`src/rtl/multicycle_control.sv`:
```
// multicycle_control: main control FSM of the multicycle processor, driving ALU, operand muxes, memory port and writeback
module multicycle_control #(
  parameter int ALU_OP_NUM_BITS = 2,
  parameter int OPCODE_BITS = 4,
  parameter int RETIRE_CNT_BITS = 32
) (
  input  logic                       clk,
  input  logic                       reset,
  input  logic [OPCODE_BITS-1:0]     opcode,
  input  logic                       zero,
  input  logic                       mem_ready,
  output logic [ALU_OP_NUM_BITS-1:0] ALU_Op,
  output logic                       alu_srcA_sel,
  output logic [1:0]                 alu_srcB_sel,
  output logic                       iord,
  output logic                       mem_read,
  output logic                       mem_write,
  output logic                       ir_write,
  output logic                       mdr_write,
  output logic                       ab_write,
  output logic                       aluout_write,
  output logic                       pc_write,
  output logic                       pc_src,
  output logic                       reg_write,
  output logic                       mem_to_reg,
  output logic                       reg_dst,
  output logic [3:0]                 state,
  output logic                       retire,
  output logic [RETIRE_CNT_BITS-1:0] retire_count,
  output logic                       halted,
  output logic                       illegal
);
  typedef enum logic [3:0] {
    S_FETCH = 4'd0, S_DECODE = 4'd1, S_EXEC_R = 4'd2, S_EXEC_I = 4'd3,
    S_ADDR = 4'd4, S_MEM_RD = 4'd5, S_MEM_WR = 4'd6, S_WB_ALU = 4'd7,
    S_WB_MEM = 4'd8, S_BRANCH = 4'd9, S_JUMP = 4'd10, S_HALT = 4'd11
  } state_t;
  localparam logic [OPCODE_BITS-1:0] OP_ADD  = OPCODE_BITS'(0);
  localparam logic [OPCODE_BITS-1:0] OP_SUB  = OPCODE_BITS'(1);
  localparam logic [OPCODE_BITS-1:0] OP_ADDI = OPCODE_BITS'(2);
  localparam logic [OPCODE_BITS-1:0] OP_LD   = OPCODE_BITS'(3);
  localparam logic [OPCODE_BITS-1:0] OP_ST   = OPCODE_BITS'(4);
  localparam logic [OPCODE_BITS-1:0] OP_BLE  = OPCODE_BITS'(5);
  localparam logic [OPCODE_BITS-1:0] OP_JMP  = OPCODE_BITS'(6);
  localparam logic [OPCODE_BITS-1:0] OP_NOP  = OPCODE_BITS'(7);
  localparam logic [OPCODE_BITS-1:0] OP_HALT = OPCODE_BITS'(15);
  state_t cur, nxt;
  logic retire_n, illegal_set;
  assign state = cur;
  // State register, registered retire pulse, counter and sticky status flags
  always_ff @(posedge clk) begin
    if (reset) begin
      cur <= S_FETCH;
      retire <= 1'b0;
      retire_count <= '0;
      halted <= 1'b0;
      illegal <= 1'b0;
    end else begin
      cur <= nxt;
      retire <= retire_n;
      retire_count <= retire_count + RETIRE_CNT_BITS'(retire);
      halted <= halted | (nxt == S_HALT);
      illegal <= illegal | illegal_set;
    end
  end
  // Next-state and Moore outputs; only the load enables look at mem_ready or zero
  always_comb begin
    nxt = S_FETCH;
    retire_n = 1'b0;
    illegal_set = 1'b0;
    ALU_Op = '0;
    alu_srcA_sel = 1'b0;
    alu_srcB_sel = 2'd0;
    iord = 1'b0;
    mem_read = 1'b0;
    mem_write = 1'b0;
    ir_write = 1'b0;
    mdr_write = 1'b0;
    ab_write = 1'b0;
    aluout_write = 1'b0;
    pc_write = 1'b0;
    pc_src = 1'b0;
    reg_write = 1'b0;
    mem_to_reg = 1'b0;
    reg_dst = 1'b0;
    case (cur)
      S_FETCH: begin
        mem_read = 1'b1;
        alu_srcB_sel = 2'd1;
        ir_write = mem_ready;
        pc_write = mem_ready;
        nxt = mem_ready ? S_DECODE : S_FETCH;
      end
      S_DECODE: begin
        ab_write = 1'b1;
        case (opcode)
          OP_ADD, OP_SUB: nxt = S_EXEC_R;
          OP_ADDI:        nxt = S_EXEC_I;
          OP_LD, OP_ST:   nxt = S_ADDR;
          OP_BLE:         nxt = S_BRANCH;
          OP_JMP:         nxt = S_JUMP;
          OP_NOP: begin
            nxt = S_FETCH;
            retire_n = 1'b1;
          end
          OP_HALT: begin
            nxt = S_HALT;
            retire_n = 1'b1;
          end
          default: begin
            nxt = S_HALT;
            illegal_set = 1'b1;
          end
        endcase
      end
      S_EXEC_R: begin
        alu_srcA_sel = 1'b1;
        ALU_Op = ALU_OP_NUM_BITS'(opcode[0]);
        aluout_write = 1'b1;
        nxt = S_WB_ALU;
      end
      S_EXEC_I: begin
        alu_srcA_sel = 1'b1;
        alu_srcB_sel = 2'd2;
        aluout_write = 1'b1;
        nxt = S_WB_ALU;
      end
      S_ADDR: begin
        alu_srcA_sel = 1'b1;
        alu_srcB_sel = 2'd2;
        aluout_write = 1'b1;
        nxt = (opcode == OP_LD) ? S_MEM_RD : S_MEM_WR;
      end
      S_MEM_RD: begin
        iord = 1'b1;
        mem_read = 1'b1;
        mdr_write = mem_ready;
        nxt = mem_ready ? S_WB_MEM : S_MEM_RD;
      end
      S_MEM_WR: begin
        iord = 1'b1;
        mem_write = 1'b1;
        retire_n = mem_ready;
        nxt = mem_ready ? S_FETCH : S_MEM_WR;
      end
      S_WB_ALU: begin
        reg_write = 1'b1;
        reg_dst = (opcode == OP_ADD) || (opcode == OP_SUB);
        retire_n = 1'b1;
      end
      S_WB_MEM: begin
        reg_write = 1'b1;
        mem_to_reg = 1'b1;
        retire_n = 1'b1;
      end
      S_BRANCH: begin
        alu_srcA_sel = 1'b1;
        ALU_Op = ALU_OP_NUM_BITS'(1);
        pc_write = zero;
        pc_src = 1'b1;
        retire_n = 1'b1;
      end
      S_JUMP: begin
        pc_write = 1'b1;
        pc_src = 1'b1;
        retire_n = 1'b1;
      end
      S_HALT: nxt = S_HALT;
      default: nxt = S_FETCH;
    endcase
  end
endmodule

```
`config.mk`:
```
export PLATFORM = sky130hd
export DESIGN_NAME = multicycle_control
export DESIGN_NICKNAME = d
export VERILOG_FILES = /design/src/rtl/multicycle_control.sv
export SDC_FILE = /design/constraint.sdc
export NUM_CORES = 1
export LEC_CHECK = 0
export CAP_MARGIN = 0
export CORE_MARGIN = 1.5
export CORE_UTILIZATION = 25
export CTS_BUF_LIST = sky130_fd_sc_hd__clkbuf_16
export CTS_CLUSTER_SIZE = 20
export DETAILED_ROUTE_END_ITERATION = 6
export DONT_BUFFER_PORTS = 1
export SYNTH_ARGS = -nofsm -noshare
export SYNTH_HDL_FRONTEND = slang
export SYNTH_SLANG_ARGS = --single-unit
```
`constraint.sdc`:
```
create_clock -name clk -period 1.5 [get_ports clk]
set_input_delay 0.375 -clock clk [delete_from_list [all_inputs] [get_ports clk]]
set_output_delay 0.375 -clock clk [all_outputs]
set_load 0.02 [all_outputs]
```
==> results of run 1 <==
-- flip-flops by register name (all words and copies together) (netlist names) --
| signal | count |
|---|---|
| state | 4 |
| halted | 1 |
| illegal | 1 |
| retire | 1 |
| retire_count | 32 |
-- timing repair --
action                                 4_1_cts  5_1_grt
pin swaps                                   19       15
setup endpoints to repair                   32       38
resized for setup                           35       17
endpoints found under the hold margin        0        0
buffers inserted                             8        5
cloned                                       0        1
-- power groups by stage --
| stage | sequential [mW] | clock [mW] | combinational [mW] |
|---|---|---|---|
| after floorplan | 1.26 | 0 | 1.23 |
| after CTS | 1.26 | 1.03 | 2.06 |
| after global placement | 1.28 | 0 | 1.74 |
| final | 1.27 | 1.00 | 2.17 |
| after detailed placement | 1.28 | 0 | 1.77 |
| after global routing | 1.28 | 1.07 | 2.30 |
-- worst register-to-register path: cells and delay by family, from the launching register on --
kind,cells,cell delay (ns)
AND/OR/NAND/NOR,4,0.50
flip-flops,1,0.35
adder cells (fa/ha/maj),2,0.27
XOR/XNOR,1,0.17
buffers and inverters,1,0.16
-- worst paths after layout --
path / start / endpoint / slack, ns / depth (start not counted)
worst max-delay path: state[0] / ab_write / -0.17 / 5
worst min-delay path: reset / retire_count[0] / 0.16 / 1
worst max register to register: retire / retire_count[30] / -0.05 / 8
worst min register to register: retire_count[0] / retire_count[0] / 0.59 / 2
-- final cells by class --
class                      instances  area [sq um]
sequential                        39           821
fill                             841          4930
clock inverter                     3          12.5
multi-input combinational        195          1490
clock buffer                       5           125
inverter                           4          15.0
timing repair buffer              75           653
tap                              105           131
-- metrics by stage --
step                instances  util, %
global placement          404     34.2
global route              426     39.7
detailed placement        404     34.2
CTS                       420     38.0
floorplan                 254        -
finish                    426     39.7
-- per-layer routing --
layer | track usage, % | routed length, microns | vias up
met2 | 21.3 | 2920 | 47
met5 | 0 | 0 | -
met1 | 17.3 | 2710 | 992
met4 | 5.22 | 84 | 0
li1 | - | - | 1007
met3 | 3.86 | 361 | 10
-- logic make-up after synthesis --
group,share of synthesized area (%)
buf+inv,4.35
fa+ha+maj,1.19
compound gates,8.59
xor+xnor,13.4
flops,37.2
simple gates,33.6
other cells,0.179
mux,1.49
-- synth_stat cells, drive strengths merged --
library cell / count
a211oi: 3
a21oi: 9
a221oi: 1
a311oi: 1
a31oi: 2
a32oi: 1
a41oi: 1
and2: 4
and3: 5
and3b: 1
and4: 3
buf: 6
clkbuf: 10
conb: 1
dfxtp: 39
ha: 2
inv: 4
mux2: 1
mux2i: 2
nand2: 19
nand2b: 3
nand3: 14
nand4: 12
nor2: 46
nor2b: 7
nor3: 5
nor3b: 4
nor4: 2
nor4b: 1
nor4bb: 1
o211ai: 3
o21ai: 4
o21bai: 1
o22ai: 1
o32ai: 1
or2: 1
or3: 1
xnor2: 5
xor2: 27
==> summary.txt, run 1 <==
Finish
  – NumNets Final: 330
  – Antenna fix cells: 0
  – Commonest non-fill, non-tap cell in the layout: buf_4
  – Area Overhead vs Synth: 54.6%
  – Commonest non-fill, non-tap cells in the layout: buf_4, nor2_1, xor2_1
  – Final Cell Area: 3240 sq um
  – Share of layout cells above drive strength 1: a little under half

Setup path
  – Worst path arrival time: between 1 and 1.5 ns
  – Critical-path top delay cell: dfxtp_4
  – Crit end category: output port
  – Slowest stage delay, CP: 0.42 ns
  – Crit Path Category: reg -> out
  – CP max FO: 7
  – Startpoint types: flop
  – CP Cell Sequence: buf_6 -> nor2b_4 -> nand2_2 -> inv_2 -> buf_12
  – Buf/Inv on CP: 3
  – Largest delay share family, worst path: flip-flops
  – Crit path required time: 1.12 ns

Floorplanning
  – Core area: 8180 sq um
  – Die area: 8950 sq um
  – Initial Util: 25.7%
  – # IOs: 64
  – Row Count: 33
  – Chip Width: 94.6 microns
  – Die Y: 94.6 microns

Drt
  – Routed Antenna Nets: 0
  – Routed WL: 6080 microns
  – TritonRoute pass-1 iters: 4
  – Initial DRC Count: 38
  – WL per Instance: approximately 14 microns
  – DR vias: slightly above 2000
  – DRC: 0
  – Vias/cell: 4.83

CTS
  – Post-CTS Hold Fix Bufs: 0
  – Clock Sinks: 39
  – Clock root buffer: clkbuf_16
  – Clock latency on the worst-skew pair: between 0.2 and 0.3 ns
  – Cts bufs inserted: 5
  – Clock tree buffer depth: 2
  – H-tree levels: 2
  – CTS tree: built
  – Clock-pin slew on the worst setup and hold paths: 0.05 ns

Pwr
  – PwrDens: 1370 nW/um^2
  – Lkg Pwr: 1.33 nW
  – Total power draw: between 4 and 5 mW
  – Pint: 2.76 mW
  – Peak supply drop: 0.502 mV
  – Clock Power Share: 22.6%
  – Sw Ratio: roughly 38%
  – Sequential power share: 28.6%
  – Switching pwr: 1.68 mW
  – Comb pwr share: 48.8%

Yosys
  – Register bit total from synthesis: 39
  – Synth top area cells: dfxtp_1, xor2_1, nor2_1
  – Syn_nets: 264
  – Post-synth top area share: 37.2%
  – Post-synth top area cell: dfxtp_1
  – Ys Warns: 0
  – Cells after Synth: 254
  – Netlist Area Pre-Place: 2100 sq um
  – Synth unique cells: 46
  – Avg Cell Area, Syn: 8.26 sq um
  – Sequential area share after synthesis: approximately 37%

STA
  – Worst hold slack: ~0.16 ns
  – Final Cycle Share: 111%
  – Crit path time final: 1.67 ns
  – Setup_tns: -2.05 ns
  – Final worst setup slack: -0.170 ns
  – Final setup fails: 22
  – Slew Viols, Final: 0
  – RSZ-0062 raised after global routing: yes
  – FMAX: 599 MHz
  – Clock Skews: 0.00449 ns
  – Final hold violations: 0

Global routing
  – GRT overflow: 0
  – Gr usage total: 13.5%
  – Initial antenna violation count: 0
  – Largest net degree at the start of global routing: 38
  – Vias in the first global route: 1995
  – Global-route wire length before repair: roughly 9400 microns

Placement
  – DP Worst Slack: -0.115 ns
  – Gpl congestion: 0.826
  – Area post-placement: ~2800 sq um
  – Final HPWL DP: 4090 microns
  – IO buf count: 0

Job
  – Max-Cap Viols: 0

Outcome
  – Failing checks: setup timing
  – Status: finished with violations

Min path
  – Worst hold path type: in -> reg
No activity file was read; power rests on OpenSTA's default activity.
==> inputs of run 2 (changes only) <==
PLACE_DENSITY = 0.48   (was unset)
clock period = 1.7 ns   (was 1.5 ns; I/O delays follow)
==> summary.txt, run 2 (synthesis results as in run 1) <==
Drt
  – Vias/cell: 4.72 (-2.3%)
  – Initial DRC Count: 60 (+58%)
  – Routed WL: 5970 microns (-1.8%)
  – WL per Instance: 14.1 microns (-1.4%)
  – DRC: 0 (unchanged)
  – TritonRoute pass-1 iters: 4 (unchanged)
  – DR vias: 2000 (-2.7%)
  – Routed Antenna Nets: 0 (unchanged)

CTS
  – H-tree levels: 2 (unchanged)
  – CTS tree: built
  – Cts bufs inserted: 5 (unchanged)
  – Clock root buffer: clkbuf_16
  – Clock tree buffer depth: 2 (unchanged)
  – Post-CTS Hold Fix Bufs: 0 (unchanged)
  – Clock Sinks: 39 (unchanged)
  – Clock latency on the worst-skew pair: 0.28 ns (about the same)
  – Clock-pin slew on the worst setup and hold paths: 0.06 ns (about the same)

Floorplanning
  – Initial Util: 25.7% (unchanged)
  – Die Y: 94.6 microns (unchanged)
  – Chip Width: 94.6 microns (unchanged)
  – Die area: 8950 sq um (unchanged)
  – Core area: 8180 sq um (unchanged)
  – # IOs: 64 (unchanged)
  – Row Count: 33 (unchanged)

Global routing
  – Met2 GRT Util: 21.3% (-0.060 points)
  – Gr usage total: 13.0% (-0.51 points)
  – GRT overflow: 0 (unchanged)
  – Most used routing layer: met2
  – Met3 usage: 3.95% (+0.081 points)
  – Met1 Use GR: 16.4% (-0.84 points)
  – Initial antenna violation count: 0 (unchanged)
  – Global-route wire length before repair: 9160 microns (-2.4%)
  – Largest net degree at the start of global routing: 38 (unchanged)
  – Vias in the first global route: 1887 (-5.4%)

Min path
  – Worst hold path type: in -> reg

Setup path
  – CP Cell Sequence: buf_6 -> nor4_4 -> and2_4
  – Critical-path top delay cell: dfxtp_4
  – Slowest stage delay, CP: 0.39 ns (-0.03 ns)
  – CP max FO: 7 (unchanged)
  – Crit Path Category: reg -> out
  – Worst path arrival time: 1.32 ns (+0.03 ns)
  – Crit end category: output port
  – Startpoint types: flop
  – Crit path required time: 1.27 ns (+0.15 ns)

Finish
  – Antenna fix cells: 0 (unchanged)
  – Commonest non-fill, non-tap cell in the layout: buf_4
  – Fill cells: 832 (-1.1%)
  – Commonest non-fill, non-tap cells in the layout: buf_4, nor2_1, dfxtp_1
  – Share of layout cells above drive strength 1: 40.1% (-6.0 points)
  – NumNets Final: 328 (-0.61%)
  – Register with the most flip-flops: retire_count
  – Max reg flops: 32 (unchanged)
  – Area Overhead vs Synth: 51.0%
  – Final Cell Area: 3170 sq um (-2.3%)

STA
  – FMAX: 575 MHz
  – Crit path time final: 1.74 ns
  – Final hold violations: 0 (unchanged)
  – Clock Skews: 0.00578 ns (+0.00129 ns)
  – Slew Viols, Final: 0 (unchanged)
  – Final worst setup slack: -0.0403 ns (+0.129 ns)
  – RSZ-0062 raised after global routing: yes
  – Final Cycle Share: 102%
  – Final setup fails: 8 (-64%)

Pwr
  – Total power draw: 3.93 mW (-12%)
  – PwrDens: 1240 nW/um^2 (-9.6%)
  – Lkg Pwr: 1.35 nW (+1.8%)
  – Pint: 2.47 mW (-10%)
  – Comb pwr share: 48.8% (about the same)
  – Peak supply drop: 1.07 mV (+110%)
  – Switching pwr: 1.46 mW (-14%)
  – Sw Ratio: 37.1% (-0.83 points)
  – Clock Power Share: 22.7% (about the same)
  – Sequential power share: 28.5% (about the same)

Placement
  – Area post-placement: 2700 sq um (-3.7%)
  – IO buf count: 0 (unchanged)
  – Final HPWL DP: 4020 microns (-1.8%)
  – Gpl congestion: 0.791 (-4.1%)

Job
  – Max-Cap Viols: 0 (unchanged)

Outcome
  – Status: finished with violations
  – Failing checks: setup timing
-- run 2: power by group through the flow --
| stage | clock network [mW] | logic (mW) | registers (mW) |
|---|---|---|---|
| after floorplan | 0 | 0.997 | 1.10 |
| after global placement | 0 | 1.45 | 1.12 |
| after detailed placement | 0 | 1.45 | 1.12 |
| after CTS | 0.919 | 1.69 | 1.10 |
| after global routing | 0.961 | 2.05 | 1.13 |
| final | 0.891 | 1.92 | 1.12 |
-- run 2: what timing repair did --
item	in CTS	in global routing
endpoints found under the hold margin	0	0
buffers inserted	4	9
pin swaps	4	22
resized for setup	29	27
gates cloned	0	1
endpoints found under the setup margin	17	26
-- run 2: worst paths after layout --
| check | depth (start not counted) | end | slack, ns | start |
|---|---|---|---|---|
| setup / recovery | 3 | ir_write | -0.04 | state[1] |
| hold / removal | 1 | state[3] | 0.20 | reset |
| setup reg to reg | 8 | retire_count[16] | 0.05 | retire |
| hold reg to reg | 2 | retire_count[0] | 0.61 | retire_count[0] |
-- run 2: per-stage QoR --
step | setup TNS (ns) | worst slack [ns] | instances | utilization, % | hold slack, ns
floorplan | -0.0661 | -0.0661 | 254 | - | 0.580
global placement | 0 | 0.0431 | 402 | 33.0 | 0.493
detailed placement | 0 | 0.0125 | 402 | 33.0 | 0.497
CTS | -0.209 | -0.0561 | 414 | 36.1 | 0.198
global route | -1.31 | -0.108 | 424 | 38.8 | 0.200
finish | -0.159 | -0.0403 | 424 | 38.8 | 0.205
-- run 2: routing by layer --
| metal | wire length (microns) | share of wire [%] | vias to the layer above |
|---|---|---|---|
| met3 | 441 | 7.4 | 6 |
| met2 | 2870 | 48 | 56 |
| li1 | - | - | 998 |
| met5 | 0 | 0 | - |
| met4 | 56 | 0.94 | 0 |
| met1 | 2600 | 43 | 940 |
-- run 2: cell type report --
| cell class | count | area [sq um] | area share (%) |
|---|---|---|---|
| inverters | 4 | 15.0 | 0.474 |
| well taps | 105 | 131 | 4.15 |
| flip-flops and latches | 39 | 803 | 25.3 |
| clock inverters | 3 | 15.0 | 0.474 |
| clock buffers | 5 | 125 | 3.95 |
| multi-input cells | 195 | 1440 | 45.4 |
| repair buffers | 73 | 639 | 20.2 |
-- run 2: critical path, delay by kind of cell, from the launching register on --
| kind | cells | cell delay [ns] |
|---|---|---|
| flops | 1 | 0.39 |
| simple gates | 2 | 0.50 |
| buf+inv | 1 | 0.15 |
==> inputs of run 3 (changes only) <==
CORE_UTILIZATION = 60   (was 25)
PLACE_DENSITY = 0.86   (was 0.48)
==> summary.txt, run 3 (synthesis results as in run 1) <==
Global routing
  – Global-route wire length before repair: 11400 microns (+24%)
  – Vias in the first global route: 2295 (+22%)
  – GRT overflow: 0 (unchanged)
  – Initial antenna violation count: 0 (unchanged)
  – Gr usage total: 36.9% (+24 points)
  – Largest net degree at the start of global routing: 38 (unchanged)

STA
  – RSZ-0062 raised after global routing: yes
  – Final hold violations: 0 (unchanged)
  – FMAX: 512 MHz (-11%)
  – Headroom to the max-slew limit: roughly 62%
  – Worst hold slack: 0.210 ns (+0.00499 ns)
  – Final Cycle Share: 115% (+12 points)
  – Crit path time final: 1.95 ns (+0.211 ns)
  – Worst Tran Pin Value: 0.566 ns
  – Clock Skews: 0.0114 ns (+0.00563 ns)
  – Slew Viols, Final: 0 (unchanged)
  – Final setup fails: 30 (+22)
  – Final worst setup slack: -0.252 ns (-0.211 ns)

CTS
  – Clock-pin slew on the worst setup and hold paths: 0.07 ns (about the same)
  – Clock Sinks: 39 (unchanged)
  – Clock root buffer: clkbuf_16
  – Post-CTS Hold Fix Bufs: 0 (unchanged)
  – Clock tree buffer depth: 2 (unchanged)
  – Cts bufs inserted: 5 (unchanged)
  – CTS tree: built
  – Clock latency on the worst-skew pair: 0.29 ns (about the same)
  – H-tree levels: 2 (unchanged)

Finish
  – Share of layout cells above drive strength 1: 42.6% (+2.5 points)
  – Register with the most flip-flops: retire_count
  – NumNets Final: 328 (unchanged)
  – Area Overhead vs Synth: 50.4%
  – Commonest non-fill, non-tap cells in the layout: buf_4, nor2_1, dfxtp_1
  – Commonest non-fill, non-tap cell in the layout: buf_4
  – Max reg flops: 32 (unchanged)
  – Antenna fix cells: 0 (unchanged)

Setup path
  – CP Cell Sequence: ha_4 -> ha_4 -> nand4_1 -> nor3_4 -> clkbuf_16 -> nand2_1 -> xor2_1 -> nor2_1
  – Crit end category: flop
  – Crit path required time: 1.86 ns (+0.59 ns)
  – Worst path arrival time: 2.11 ns (+0.79 ns)
  – Buf/Inv on CP: 1 (unchanged)
  – Largest delay share family, worst path: simple AND/OR/NAND/NOR gates
  – Slowest stage delay, CP: 0.36 ns (-0.03 ns)
  – Critical-path top delay cell: dfxtp_4
  – CP max FO: 5 (-2)
  – Crit Path Category: reg -> reg
  – R2R setup slack: -0.25 ns (-0.30 ns)
  – R2R Path Start: retire
  – Critical path's most frequent cell: ha_4
  – Startpoint types: flop
  – Reg-to-reg endpoint: retire_count[12]
  – R2R depth: 8 (unchanged)

Outcome
  – Failing checks: setup timing
  – Status: finished with violations

Min path
  – Hold depth: 1 (unchanged)
  – Hold endpoint: retire_count[0]
  – Worst hold path type: in -> reg
  – Worst hold start: reset

Pwr
  – Lkg Pwr: 1.35 nW (-0.45%)
  – Total power draw: 4.31 mW (+9.8%)
  – Peak supply drop: 1.11 mV (+3.3%)
  – PwrDens: 1370 nW/um^2 (+10%)

Drt
  – WL per Instance: 25.8 microns (+83%)
  – DRC: 0 (unchanged)
  – DR vias: 2505 (+25%)
  – Routed WL: 9420 microns (+58%)
  – TritonRoute pass-1 iters: 5 (+1)
  – Initial DRC Count: 228 (+280%)
  – Vias/cell: 6.86 (+45%)
  – Routed Antenna Nets: 0 (unchanged)

Placement
  – Gpl congestion: 0.971 (+23%)
  – Final HPWL DP: 3790 microns (-5.7%)
  – IO buf count: 0 (unchanged)

Floorplanning
  – Chip Width: 62.1 microns (-34%)
  – Initial Util: 62.9% (+37 points)
  – Die Y: 62.1 microns (-34%)
  – Row Count: 21 (-36%)
  – Core area: 3340 sq um (-59%)
  – # IOs: 64 (unchanged)
  – Die area: 3860 sq um (-57%)

Job
  – Max-Cap Viols: 0 (unchanged)
-- run 3: worst reg2reg max path: cells and delay by family (launching register included) --
family                   cells  cell delay [ns]
buffers and inverters        1             0.22
adder cells (fa/ha/maj)      2             0.28
AND/OR/NAND/NOR              4             0.72
XOR/XNOR                     1             0.24
flip-flops                   1             0.36
-- run 3: worst max path at each step --
stage	start	to	depth (start not counted)
CTS	state[0]	ir_write	3
global route	retire	retire_count[12]	8
finish	retire	retire_count[12]	8
global placement	retire	retire_count[26]	8
floorplan	state[0]	ir_write	4
detailed placement	retire_count[0]	retire_count[30]	8
-- run 3: area by class of cell --
class                      instances  area, sq um
multi-input combinational        195         1490
tap                               46         57.6
fill                             100          180
inverter                           4         17.5
timing repair buffer              73          646
clock inverter                     3         16.3
sequential                        39          803
clock buffer                       5          125
-- run 3: layer usage --
| layer | vias up | wire [microns] | track usage (%) |
|---|---|---|---|
| met1 | 1166 | 3290 | 41.8 |
| li1 | 996 | - | - |
| met5 | - | 0 | 0 |
| met4 | 0 | 748 | 17.2 |
| met2 | 257 | 4340 | 64.7 |
| met3 | 86 | 1040 | 9.96 |
-- run 3: stage by stage --
step	TNS (ns)	worst slack, ns	util, %	instances	area [sq um]
final	-2.57	-0.252	94.6	365	3160
after global routing	-3.67	-0.423	94.6	365	3160
after CTS	-0.109	-0.0394	88.7	354	2960
after detailed placement	-0.0982	-0.0677	76.6	336	2560
after global placement	0	0.0625	76.6	336	2560
after floorplan	-0.0661	-0.0661	-	254	2190
-- run 3: where the power goes --
| group | internal (mW) | switching (mW) |
|---|---|---|
| logic | 0.964 | 1.26 |
| clock network | 0.536 | 0.402 |
| registers | 0.998 | 0.153 |
| total | 2.50 | 1.81 |
-- run 3: what timing repair did --
action	4_1_cts	5_1_grt
setup buffers	9	10
gates cloned	1	1
endpoints found under the setup margin	19	29
resized for setup	42	36
pin swaps	8	27
